$ cat config.mk
export PLATFORM = sky130hd
export DESIGN_NAME = debounce_edge
export DESIGN_NICKNAME = d
export VERILOG_FILES = /design/src/rtl/debounce_pkg.sv /design/src/rtl/sync_2ff.sv /design/src/rtl/debounce_edge.sv
export SDC_FILE = /design/constraint.sdc
export NUM_CORES = 1
export LEC_CHECK = 0
export BUFFER_PORTS_ARGS = -buffer_cell sky130_fd_sc_hd__buf_4
export CORE_UTILIZATION = 40
export DETAILED_ROUTE_END_ITERATION = 8
export GPL_TIMING_DRIVEN = 0
export PLACE_DENSITY = 0.58
export SYNTH_ARGS = -nofsm -noshare
export SYNTH_HDL_FRONTEND = slang
export SYNTH_SLANG_ARGS = --single-unit
export TNS_END_PERCENT = 10
$ cat constraint.sdc
create_clock -name clk -period 1.9 [get_ports clk]
set_input_delay 0.19 -clock clk [delete_from_list [all_inputs] [get_ports clk]]
set_output_delay 0.19 -clock clk [all_outputs]
set_load 0.005 [all_outputs]
$ cat src/rtl/debounce_pkg.sv
// Shared types and defaults for the debounce_edge block: FSM state encoding
// and the default number of confirming samples.
package debounce_pkg;

  localparam int STABLE_CYCLES_DEFAULT = 4;

  typedef enum logic [1:0] {
    IDLE_LO = 2'd0,
    WAIT_HI = 2'd1,
    IDLE_HI = 2'd2,
    WAIT_LO = 2'd3
  } state_t;

  function automatic logic is_wait(input state_t s);
    return (s == WAIT_HI) || (s == WAIT_LO);
  endfunction

endpackage

$ cat src/rtl/sync_2ff.sv
// Two-flop synchronizer that brings an asynchronous level into the clk domain.
// The synchronizer clears to 0 on reset.
module sync_2ff (
  input  logic clk,
  input  logic rst,
  input  logic d,
  output logic q
);

  logic meta;

  // NOTE: nonblocking assignments make q take meta's pre-edge value, giving two real stages.
  always_ff @(posedge clk or posedge rst) begin
    if (rst) begin
      meta <= 1'b0;
      q    <= 1'b0;
    end else begin
      meta <= d;
      q    <= meta;
    end
  end

endmodule

$ cat src/rtl/debounce_edge.sv
// Debouncer with edge pulses: a change on the synchronized input is accepted only after
// STABLE_CYCLES further enabled samples agree. Glitches fall back without producing a pulse.
module debounce_edge
  import debounce_pkg::*;
#(
  parameter int STABLE_CYCLES = STABLE_CYCLES_DEFAULT,
  parameter int CNT_W         = 8
) (
  input  logic clk,
  input  logic rst,
  input  logic d,
  input  logic en,
  output logic q,
  output logic qbar,
  output logic rise,
  output logic fall,
  output logic busy
);

  localparam logic [CNT_W-1:0] STABLE_CNT = CNT_W'(STABLE_CYCLES);

  logic             d_s;
  state_t           state;
  logic [CNT_W-1:0] cnt;

  sync_2ff u_sync (
    .clk (clk),
    .rst (rst),
    .d   (d),
    .q   (d_s)
  );

  always_ff @(posedge clk or posedge rst) begin
    if (rst) begin
      state <= IDLE_LO;
      cnt   <= '0;
      q     <= 1'b0;
      rise  <= 1'b0;
      fall  <= 1'b0;
    end else begin
      rise <= 1'b0;
      fall <= 1'b0;
      if (en) begin
        case (state)
          IDLE_LO: if (d_s) begin
            state <= WAIT_HI;
            cnt   <= CNT_W'(1);
          end
          WAIT_HI: if (!d_s) begin
            state <= IDLE_LO;
            cnt   <= '0;
          end else if (cnt == STABLE_CNT) begin
            state <= IDLE_HI;
            q     <= 1'b1;
            rise  <= 1'b1;
            cnt   <= '0;
          end else begin
            cnt <= cnt + CNT_W'(1);
          end
          IDLE_HI: if (!d_s) begin
            state <= WAIT_LO;
            cnt   <= CNT_W'(1);
          end
          WAIT_LO: if (d_s) begin
            state <= IDLE_HI;
            cnt   <= '0;
          end else if (cnt == STABLE_CNT) begin
            state <= IDLE_LO;
            q     <= 1'b0;
            fall  <= 1'b1;
            cnt   <= '0;
          end else begin
            cnt <= cnt + CNT_W'(1);
          end
          default: begin
            state <= IDLE_LO;
            cnt   <= '0;
          end
        endcase
      end
    end
  end

  // q is cleared asynchronously, so qbar is already 1 while reset is held.
  assign qbar = ~q;
  assign busy = is_wait(state);

endmodule

[Yosys cells after proc, flatten, opt, wreduce, memory -nomap -nowiden]
Index checks and enable logic that the tools add are counted.
Word-level totals
  logic and storage cells: 52
  bits in registers: 15
  output and inout port bits: 5
Operators by class
  bitwise gates (word level): 1
  muxes and demuxes: 25
  equal/unequal tests: 12
  reductions and logical operators: 6
  add/sub/neg operators: 1
Operator list (number)
  $mux 8: 5
  $pmux 8 s4: 1
  $mux 2: 6
  $mux 1: 11
  $add 8x1->8 const B: 1
  $eq 8x3->1 const B: 1
  $ne 2x2->1 const B: 4
  $pmux 2 s4: 1
  $reduce_and 6->1: 1
  $reduce_and 5->1: 1
  $eq 2x2->1 const B: 2
  $ne 2x1->1 const B: 2
  $ne 3x2->1 const B: 1
  $ne 3x3->1 const B: 1
  $reduce_and 3->1: 1
  $eq 2x1->1 const B: 1
  $logic_not 2->1: 1
  $pmux 1 s2: 1
  $reduce_bool 2->1: 1
  $logic_or 1x1->1: 1
  $not 1->1: 1

[Logic depth before layout (Yosys ltp)]
Gate-level depths: netlist of the first run.
  word-level depth: 5
  gate-level depth with buffers: 6
  gate-level depth less buffers: 6

[Cells and area by module]
Synthesis of the first run repeated with hierarchy kept, for this count alone.
Unflattened totals
  cells, all modules: 79
  area total of the unflattened synthesis: 758.2 um2
Modules (own cells, without submodules)
  debounce_edge: area each 704.4 um2, cells an instance 76, times used 1, sequential area each 325.3 um2
  sync_2ff: area each 53.8 um2, cells an instance 3, times used 1, sequential area each 50.0 um2

[Worst setup path after synthesis of the first run]
Ideal clock, no wire load.
  kind: register to register
  from: reg cnt[0]
  to: reg q
  library setup time: 0.124 ns
  path slack: 0.230 ns
  data arrival time: 1.546 ns
  cell stages (with the launch flop): 6
  required time: 1.776 ns
  clock period less this slack: 1.670 ns
  path through: dfrtp_1 inv_1 ha_1 nand4bb_1 or3b_4 a211o_1
On the way
  cells in the longest elaborated chain, start to end: 3
  elaborated cells between the ends (all ways): 4
  classes of those cells: eq/ne: 3; reduce/logical: 1
RTL lines
  from (decl): line debounce_edge.sv:24  | logic [CNT_W-1:0] cnt;
  from (signal assigned): line debounce_edge.sv:58  | cnt <= cnt + CNT_W'(1);
  from (signal assigned): line debounce_edge.sv:73  | cnt <= cnt + CNT_W'(1);
  $eq 8x3->1 *: line debounce_edge.sv:52, debounce_edge.sv:67
  $ne 2x2->1 (no line)
  $reduce_and 6->1 (no line) *
  to (signal assigned): line debounce_edge.sv:37  | q <= 1'b0;
  to (signal assigned): line debounce_edge.sv:54  | q <= 1'b1;
  to (signal assigned): line debounce_edge.sv:69  | q <= 1'b0;
  to (decl): line debounce_edge.sv:13  | output logic q,
Mark *: on every way between the ends. The rest lies on a longest branch, timed or not.
A chain may end at the register's enable or synchronous reset.

[Final worst setup path of the first run]
Same ends and word-level chain as after synthesis.

==> impl_metrics.toml, run 1 <==
[setup_path]
crit_buf_inv = 1
startpoint_type = "register"
cp_top_family = "simple AND/OR/NAND/NOR gates"
cp_cell_sequence = "inv_1, ha_1, nand4bb_4, or3b_4, a211o_1"
cpPeakStageDelay_ps = 450
path_class = "reg -> reg"
critPathMaxFanout = 6
cp_slowest_cell = "or3b_4"
end_kind = "register"
cp.arrival_ps = 1890
required_ps = 2070

[logic_synthesis]
postSynthCellCount = 72
syn_nets = 78
synth.distinct_cells = 28
ys_seq_area_share_pct = 49.4
synth-warning-count = 0
syn-cell-area_sq_um = 759
syn_avg_cell_area_sq_um = 10.5
synth_area_leader_cell = "dfrtp_1"
synth.top_cell.area_share_pct = 49.4
synthTopCellsByArea = "dfrtp_1, a21o_1, nor3b_1"
ys_ff_latch = 15

[clocking]
clockBufferDepth = 2
tritoncts_num_sinks = 15
cts_tree = "done"
clk_pin_slew_ps = 90
cts_setup_buffers = 0
clk_latency_ps = 270
root_buffer = "clkbuf_4"
h-tree-depth = 1
numCtsBuffers = 3

[grt]
grt_max_degree = 16
track_usage_pct = 15.6
grt_overflow = 0
antenna_found_initial = 0
grt_pass1_vias = 521
grt_pass1_wl_mm = 2.27

[route]
drtPass1Iterations = 4
dr.first_iter.drc_count = 7
wl_per_cell_um = 12.2
via_per_inst = 5.14
vias = 570
antenna_left = 0
routed_wl_mm = 1.35
drc = 0

[sta]
clock.fmax_ghz = 0.579
rsz0062_at_grt = "false"
timing.final.hold_violations = 0
holdWs_ps = 127
period_share_pct = 90.8
min_period_ps = 1730
fin_tns_setup_ps = 0
clock_skew_ps = 2.36
slew_headroom_pct = 61.8
setup_viol = 0
finalWorstSetupSlack_ps = 174
worst_slew_pin_slew_ps = 572
slew_viol_final = 0

[cells_and_area]
fillers = 167
post-route-util_pct = 52.3
nets = 93
drive_gt1_share_pct = 20.9
multiInputGateArea_sq_um = 367
antenna_cells = 0
mostFrequentLayoutCells = "dfrtp_1, inv_1, buf_4"
regArea_sq_um = 375
synthToLayoutAreaGrowth_pct = 20.3
final_common_cell = "dfrtp_1"

[power]
p_leak_nw = 0.450
vdd_drop_max_mv = 0.397
power_density_nw_per_um2 = 839
power_frac_clock_pct = 22.9
power.share.sequential_pct = 52.6
pwr-share-comb_pct = 24.5
p_sw_mw = 0.246
intPower_mw = 0.520
switching_share_pct = 32.1

[hold_path]
worstHoldPathType = "in -> reg"

[die]
io_pins = 9
initial_utilization_pct = 43.5
die_area_sq_um = 2080
die_x_um = 45.6
num_rows = 15
core-area_sq_um = 1750
die_h_um = 45.6

[placed_design]
post-place-ws_ps = 57.0
gp_congestion = 0.768
io_buffers = 8
hpwl_um = 962

[run]
max-cap-violations = 0

[status]
outcome = "completed"
==> per-layer routing <==
metal  vias to the layer above  GRT usage (%)  share of wire, %
met2                        11           22.0                46
li1                        290              -                 -
met1                       267           22.6                49
met4                         0           9.09               1.6
met3                         2           2.38               3.5
met5                         -              0                 0
==> sequential cells by signal, summed over array words and instances, names as in the netlist, named ones only <==
name	count
cnt	8
q	1
state	1
rise	1
u_sync.meta	1
fall	1
u_sync.q	1
==> cells by family after synthesis <==
group	after synthesis	share of synthesized area [%]
flops	15	49.4
fa+ha+maj	2	3.29
simple gates	22	19.6
compound gates	23	21.1
xor+xnor	1	2.14
buf+inv	9	4.45
==> what timing repair did <==
item / CTS / global route
resized for setup: 0 / 1
hold buffers: 1 / 1
hold endpoints to repair: 15 / 1
setup endpoints to repair: 0 / 1
==> final timing paths <==
check / slack [ps] / start / endpoint / depth (start not counted)
min in group asynchronous: 520 / rst / u_sync.meta / 3
max in group asynchronous: 1000 / rst / cnt[1] / 3
hold reg to reg: 360 / u_sync.meta / u_sync.q / 0
setup / recovery: 170 / cnt[0] / q / 5
setup reg to reg: 170 / cnt[0] / q / 5
hold / removal: 130 / en / state[0] / 2
==> power by group through the flow <==
stage	registers, mW	logic, mW	clock network [mW]
2_1_floorplan	0.395	0.134	0
4_1_cts	0.400	0.180	0.185
3_3_place_gp	0.406	0.171	0
5_1_grt	0.409	0.221	0.198
6_report	0.403	0.188	0.176
3_5_place_dp	0.407	0.177	0
==> stage by stage <==
step           power, mW  cells  area, sq um
6_report           0.767    111          913
4_1_cts            0.765    110          887
3_3_place_gp       0.577    105          851
3_5_place_dp       0.584    105          851
5_1_grt            0.828    111          913
2_1_floorplan      0.529     72          759
==> synthesized netlist by cell type <==
cell / count
nor3b_1: 5
and3_1: 4
o311ai_0: 1
nand2_1: 4
nor2_1: 1
o31ai_1: 1
o21ai_0: 1
inv_1: 8
xor2_2: 1
a211o_1: 1
ha_1: 2
nand4bb_1: 1
or3_4: 1
or3b_4: 1
nor3_2: 1
o21a_1: 1
o22ai_1: 1
a21o_1: 5
clkbuf_1: 1
or3_1: 1
dfrtp_1: 15
o221ai_1: 1
o211ai_2: 2
nand3_1: 1
and2_1: 1
nor4_1: 1
a21oi_1: 3
o21ai_1: 6
==> area by class of cell <==
class | instances | area share, %
timing repair buffer | 10 | 8.77
sequential | 15 | 41.1
buffer | 1 | 0.411
inverter | 8 | 3.29
multi-input combinational | 48 | 40.1
clock buffer | 4 | 2.88
tap | 25 | 3.42
No activity file was read; power rests on OpenSTA's default activity.
==> inputs of run 2 (changes only) <==
--- a/config.mk
+++ b/config.mk
@@ -6,6 +6,7 @@
 export NUM_CORES = 1
 export LEC_CHECK = 0
 export BUFFER_PORTS_ARGS = -buffer_cell sky130_fd_sc_hd__buf_4
+export CORE_ASPECT_RATIO = 1.4
 export CORE_UTILIZATION = 40
 export DETAILED_ROUTE_END_ITERATION = 8
 export GPL_TIMING_DRIVEN = 0
==> run 2 against run 1 <==
  * Count of clock-buffer cells in the layout down 1
  * Critical path type unchanged
  * Utilization down 1.3 points
  * Largest power group unchanged
  * Design area down 0.55%
  * Non-clock buffer count unchanged
  * Routed wire length up 2.7%
  * First-iteration DRC count up 14%
  * Largest cell class unchanged
  * Critical endpoint unchanged
  * Fmax down 0.73%
==> impl_metrics.toml, run 2 (synthesis gave the netlist of run 1 again) <==
[status]
outcome = "completed"

[setup_path]
reg2reg_slack_ps = 160
worstReg2RegStart = "cnt[0]"
critPathMaxFanout = 6
rr_endpoint = "q"
startpoint_type = "register"
end_kind = "register"
setup.worst_path.start = "cnt[0]"
required_ps = 2070
r2r_cells = 5
path_class = "reg -> reg"
cp.arrival_ps = 1910
crit_path_end = "q"

[clocking]
h-tree-depth = 1
cts_setup_buffers = 0
clk_latency_ps = 290
clk_pin_slew_ps = 80
root_buffer = "clkbuf_4"
cts_tree = "done"
clockBufferDepth = 2
tritoncts_num_sinks = 15
numCtsBuffers = 3

[die]
num_rows = 18
die_h_um = 53.6
die_x_um = 38.8
initial_utilization_pct = 42.7
core-area_sq_um = 1780
io_pins = 9
die_area_sq_um = 2080

[power]
p_leak_nw = 0.453
vdd_drop_max_mv = 0.455
power_density_nw_per_um2 = 856
power_mw = 0.778

[cells_and_area]
final_cells = 106
largest-register = "cnt"
synthToLayoutAreaGrowth_pct = 19.6
largest_reg_flops = 8
drive_gt1_share_pct = 22.1
final_common_cell = "dfrtp_1"
mostFrequentLayoutCells = "dfrtp_1, inv_1, buf_4"
nets = 93
antenna_cells = 0
fin_area_sq_um = 908

[hold_path]
worstHoldPathType = "in -> reg"

[sta]
timing.final.hold_violations = 0
fin_tns_setup_ps = 0
clock.fmax_ghz = 0.575
rsz0062_at_grt = "false"
setup_viol = 0
clock_skew_ps = 14.2
finalWorstSetupSlack_ps = 161
worst_slew_pin_slew_ps = 552
period_share_pct = 91.5
slew_headroom_pct = 63.1
slew_viol_final = 0
min_period_ps = 1740

[placed_design]
gp_congestion = 0.780
place_area_sq_um = 845
dp_cells = 100
hpwl_mm = 1.01
io_buffers = 8
post-place-ws_ps = 105

[grt]
grt_pass1_wl_mm = 2.42
antenna_found_initial = 0
grt_overflow = 0
grt_max_degree = 16
track_usage_pct = 17.0
grt_pass1_vias = 564

[route]
vias = 570
via_per_inst = 5.38
routed_wl_mm = 1.39
wl_per_cell_um = 13.1
dr.first_iter.drc_count = 8
drc = 0
antenna_left = 0
drtPass1Iterations = 4

[run]
max-cap-violations = 0
## run 2: cell count changes in the layout (fill, tap and decap cells not counted)
cell,change
clkbuf_1,-1
clkinv_2,+1
## run 2: layout make-up
class	count	area, sq um
plain buffers	1	3.75
inverters	8	30.0
clock inverters	1	5.00
multi-input cells	48	367
flip-flops and latches	15	375
repair buffers	10	80.1
fillers	174	871
clock buffers	3	22.5
well taps	20	25.0
## run 2: routing by layer
| metal | track usage [%] | up-vias | share of wire, % |
|---|---|---|---|
| li1 | - | 290 | - |
| met1 | 21.5 | 273 | 45 |
| met2 | 26.9 | 5 | 52 |
| met3 | 1.65 | 2 | 1.8 |
| met4 | 11.5 | 0 | 1.2 |
| met5 | 0 | - | 0 |
## run 2: worst min-delay path by stage
stage / slack [ps] / cells past startpoint / to / from
floorplan: 90 / 1 / asynchronous set/reset pin / rst
global placement: 280 / 2 / cnt[5] / rst
detailed placement: 280 / 2 / u_sync.q / rst
CTS: 130 / 2 / state[0] / en
global route: 160 / 2 / state[0] / en
finish: 140 / 2 / state[0] / en
## run 2: what timing repair did
action / CTS / global route
hold buffers: 2 / 0
endpoints found under the setup margin: 0 / 1
hold endpoints to repair: 16 / 0
gates resized for setup: 0 / 1
## run 2: where the power goes
part | internal (mW) | switching [mW] | leakage [nW]
clock | 0.0782 | 0.106 | 0.0177
combinational | 0.0851 | 0.105 | 0.241
sequential | 0.354 | 0.0486 | 0.194
## run 2: critical path, stage by stage (launching register included)
cell and delay, ps:
dfrtp_1 440, inv_1 80, ha_1 200, nand4bb_4 160, or3b_4 460, a211o_1 300
## run 2: stage by stage
stage          hold slack (ps)  util, %
4_1_cts                    128     50.1
3_3_place_gp               284     47.5
2_1_floorplan             91.5        -
3_5_place_dp               276     47.5
6_report                   137     51.1
5_1_grt                    162     51.1
==> inputs of run 3 (changes only) <==
--- a/config.mk
+++ b/config.mk
@@ -5,12 +5,11 @@
 export SDC_FILE = /design/constraint.sdc
 export NUM_CORES = 1
 export LEC_CHECK = 0
-export BUFFER_PORTS_ARGS = -buffer_cell sky130_fd_sc_hd__buf_4
-export CORE_ASPECT_RATIO = 1.4
-export CORE_UTILIZATION = 40
+export CORE_UTILIZATION = 58
 export DETAILED_ROUTE_END_ITERATION = 8
+export DONT_BUFFER_PORTS = 1
 export GPL_TIMING_DRIVEN = 0
-export PLACE_DENSITY = 0.58
+export PLACE_DENSITY = 0.74
 export SYNTH_ARGS = -nofsm -noshare
 export SYNTH_HDL_FRONTEND = slang
 export SYNTH_SLANG_ARGS = --single-unit
==> run 3 against run 2 <==
  * Cell count decreased by 12%
  * Critical path depth stayed put
  * Design area is 8.1% lower
  * Clock skew is 9.1 ps lower
  * Hold slack got worse by 48 ps
  * Combinational power down 6%
  * Power fell by 1.9%
  * Critical endpoint unchanged
  * Register-to-register slack lost 90 ps
==> impl_metrics.toml, run 3 (synthesis gave the netlist of run 1 again) <==
[die]
die_x_um = 38.2
die_h_um = 38.2
initial_utilization_pct = 65.7
die_area_sq_um = 1460
num_rows = 12
io_pins = 9
core-area_sq_um = 1160

[sta]
setup_viol = 0
slew_headroom_pct = 62.3
timing.final.hold_violations = 0
worst_slew_pin_slew_ps = 566
clock_skew_ps = 5.02
fin_tns_setup_ps = 0
holdWs_ps = 89.2
slew_viol_final = 0
min_period_ps = 1830
rsz0062_at_grt = "false"
clock.fmax_ghz = 0.545
period_share_pct = 96.5

[route]
antenna_left = 0
dr.first_iter.drc_count = 14
wl_per_cell_um = 15.1
drc = 0
wl_met2_um = 667
via_per_inst = 5.83
routed_wl_mm = 1.40
routed.top_layer = "met4"
wl_met1_um = 682
vias = 542
met3WireLength_um = 40
drtPass1Iterations = 4

[cells_and_area]
fillers = 81
drive_gt1_share_pct = 12.7
largest-register = "cnt"
fin_area_sq_um = 835
final_common_cell = "dfrtp_1"
multiInputGateArea_sq_um = 350
final_cells = 93
mostFrequentLayoutCells = "dfrtp_1, inv_1, o21ai_1"
antenna_cells = 0
largest_reg_flops = 8
nets = 86
post-route-util_pct = 72.2
regArea_sq_um = 375
synthToLayoutAreaGrowth_pct = 9.88

[placed_design]
gp_congestion = 0.732
place_area_sq_um = 777
hpwl_um = 931
io_buffers = 0
dp_cells = 86

[setup_path]
setup.worst_path.start = "cnt[0]"
crit_cells = 5
cpPeakStageDelay_ps = 500
cp_slowest_cell = "or3b_4"
end_kind = "register"
reg2reg_slack_ps = 70
cp.arrival_ps = 2010
r2r_cells = 5
startpoint_type = "register"
cp_top_family = "simple AND/OR/NAND/NOR gates"
critPathMaxFanout = 6
cp_cell_sequence = "inv_1, ha_1, nand4bb_1, or3b_4, a211o_1"
worstReg2RegStart = "cnt[0]"
required_ps = 2080
path_class = "reg -> reg"
crit_buf_inv = 1
rr_endpoint = "q"
crit_path_end = "q"

[clocking]
numCtsBuffers = 3
cts_setup_buffers = 0
root_buffer = "clkbuf_4"
clockBufferDepth = 2
cts_tree = "done"
clk_pin_slew_ps = 90
clk_latency_ps = 290
tritoncts_num_sinks = 15
h-tree-depth = 1

[power]
power_frac_clock_pct = 24.1
power.share.sequential_pct = 52.4
intPower_mw = 0.508
vdd_drop_max_mv = 0.642
p_leak_nw = 0.417
switching_share_pct = 33.5
pwr-share-comb_pct = 23.5
power_density_nw_per_um2 = 915
p_sw_mw = 0.255

[grt]
grt_pass1_vias = 564
antenna_found_initial = 0
grt_overflow = 0
track_usage_pct = 25.0
grt_max_degree = 16
grt_pass1_wl_mm = 2.35

[run]
max-cap-violations = 0

[status]
outcome = "completed"

[hold_path]
worstHoldPathType = "in -> reg"
-- run 3: changes by cell type in the layout (fill, tap and decap cells not counted) --
cell           previous run  this run
buf_4                     8         0
nand4bb_1                 0         1
nand4bb_4                 1         0
dlygate4sd3_1             2         3
-- run 3: power groups by stage --
| stage | sequential, mW | clock (mW) | combinational, mW |
|---|---|---|---|
| finish | 0.400 | 0.184 | 0.179 |
| global route | 0.408 | 0.203 | 0.204 |
| CTS | 0.399 | 0.185 | 0.182 |
| detailed placement | 0.406 | 0 | 0.175 |
| global placement | 0.404 | 0 | 0.158 |
| floorplan | 0.395 | 0 | 0.134 |
-- run 3: repair_timing --
item,in CTS,in global routing
hold buffers,3,0
hold endpoints to repair,17,0
resized for setup,0,0
-- run 3: layer usage --
layer / GRT usage, % / vias to the layer above
li1: - / 275
met1: 29.7 / 256
met5: 0 / -
met4: 13.4 / 0
met2: 41.9 / 9
met3: 5.23 / 2
-- run 3: through the flow --
step	power [mW]	setup slack (ps)
finish	0.763	66.5
global route	0.815	12.4
CTS	0.767	48.7
detailed placement	0.581	57.4
global placement	0.562	108
floorplan	0.529	230
-- run 3: worst min path at each step --
stage,start,endpoint,cells past startpoint,slack [ps]
2_1_floorplan,rst,asynchronous set/reset pin,1,90
3_3_place_gp,rst,u_sync.meta,1,160
3_5_place_dp,rst,u_sync.meta,1,160
4_1_cts,en,cnt[0],2,90
5_1_grt,en,state[0],2,100
6_report,en,state[0],2,90
-- run 3: area by class of cell --
| type | count | area share [%] |
|---|---|---|
| well taps | 14 | 2.10 |
| repair buffers | 3 | 3.60 |
| inverters | 8 | 3.60 |
| clock inverters | 1 | 0.600 |
| plain buffers | 1 | 0.450 |
| clock buffers | 3 | 2.70 |
| flip-flops and latches | 15 | 45.0 |
| multi-input cells | 48 | 42.0 |
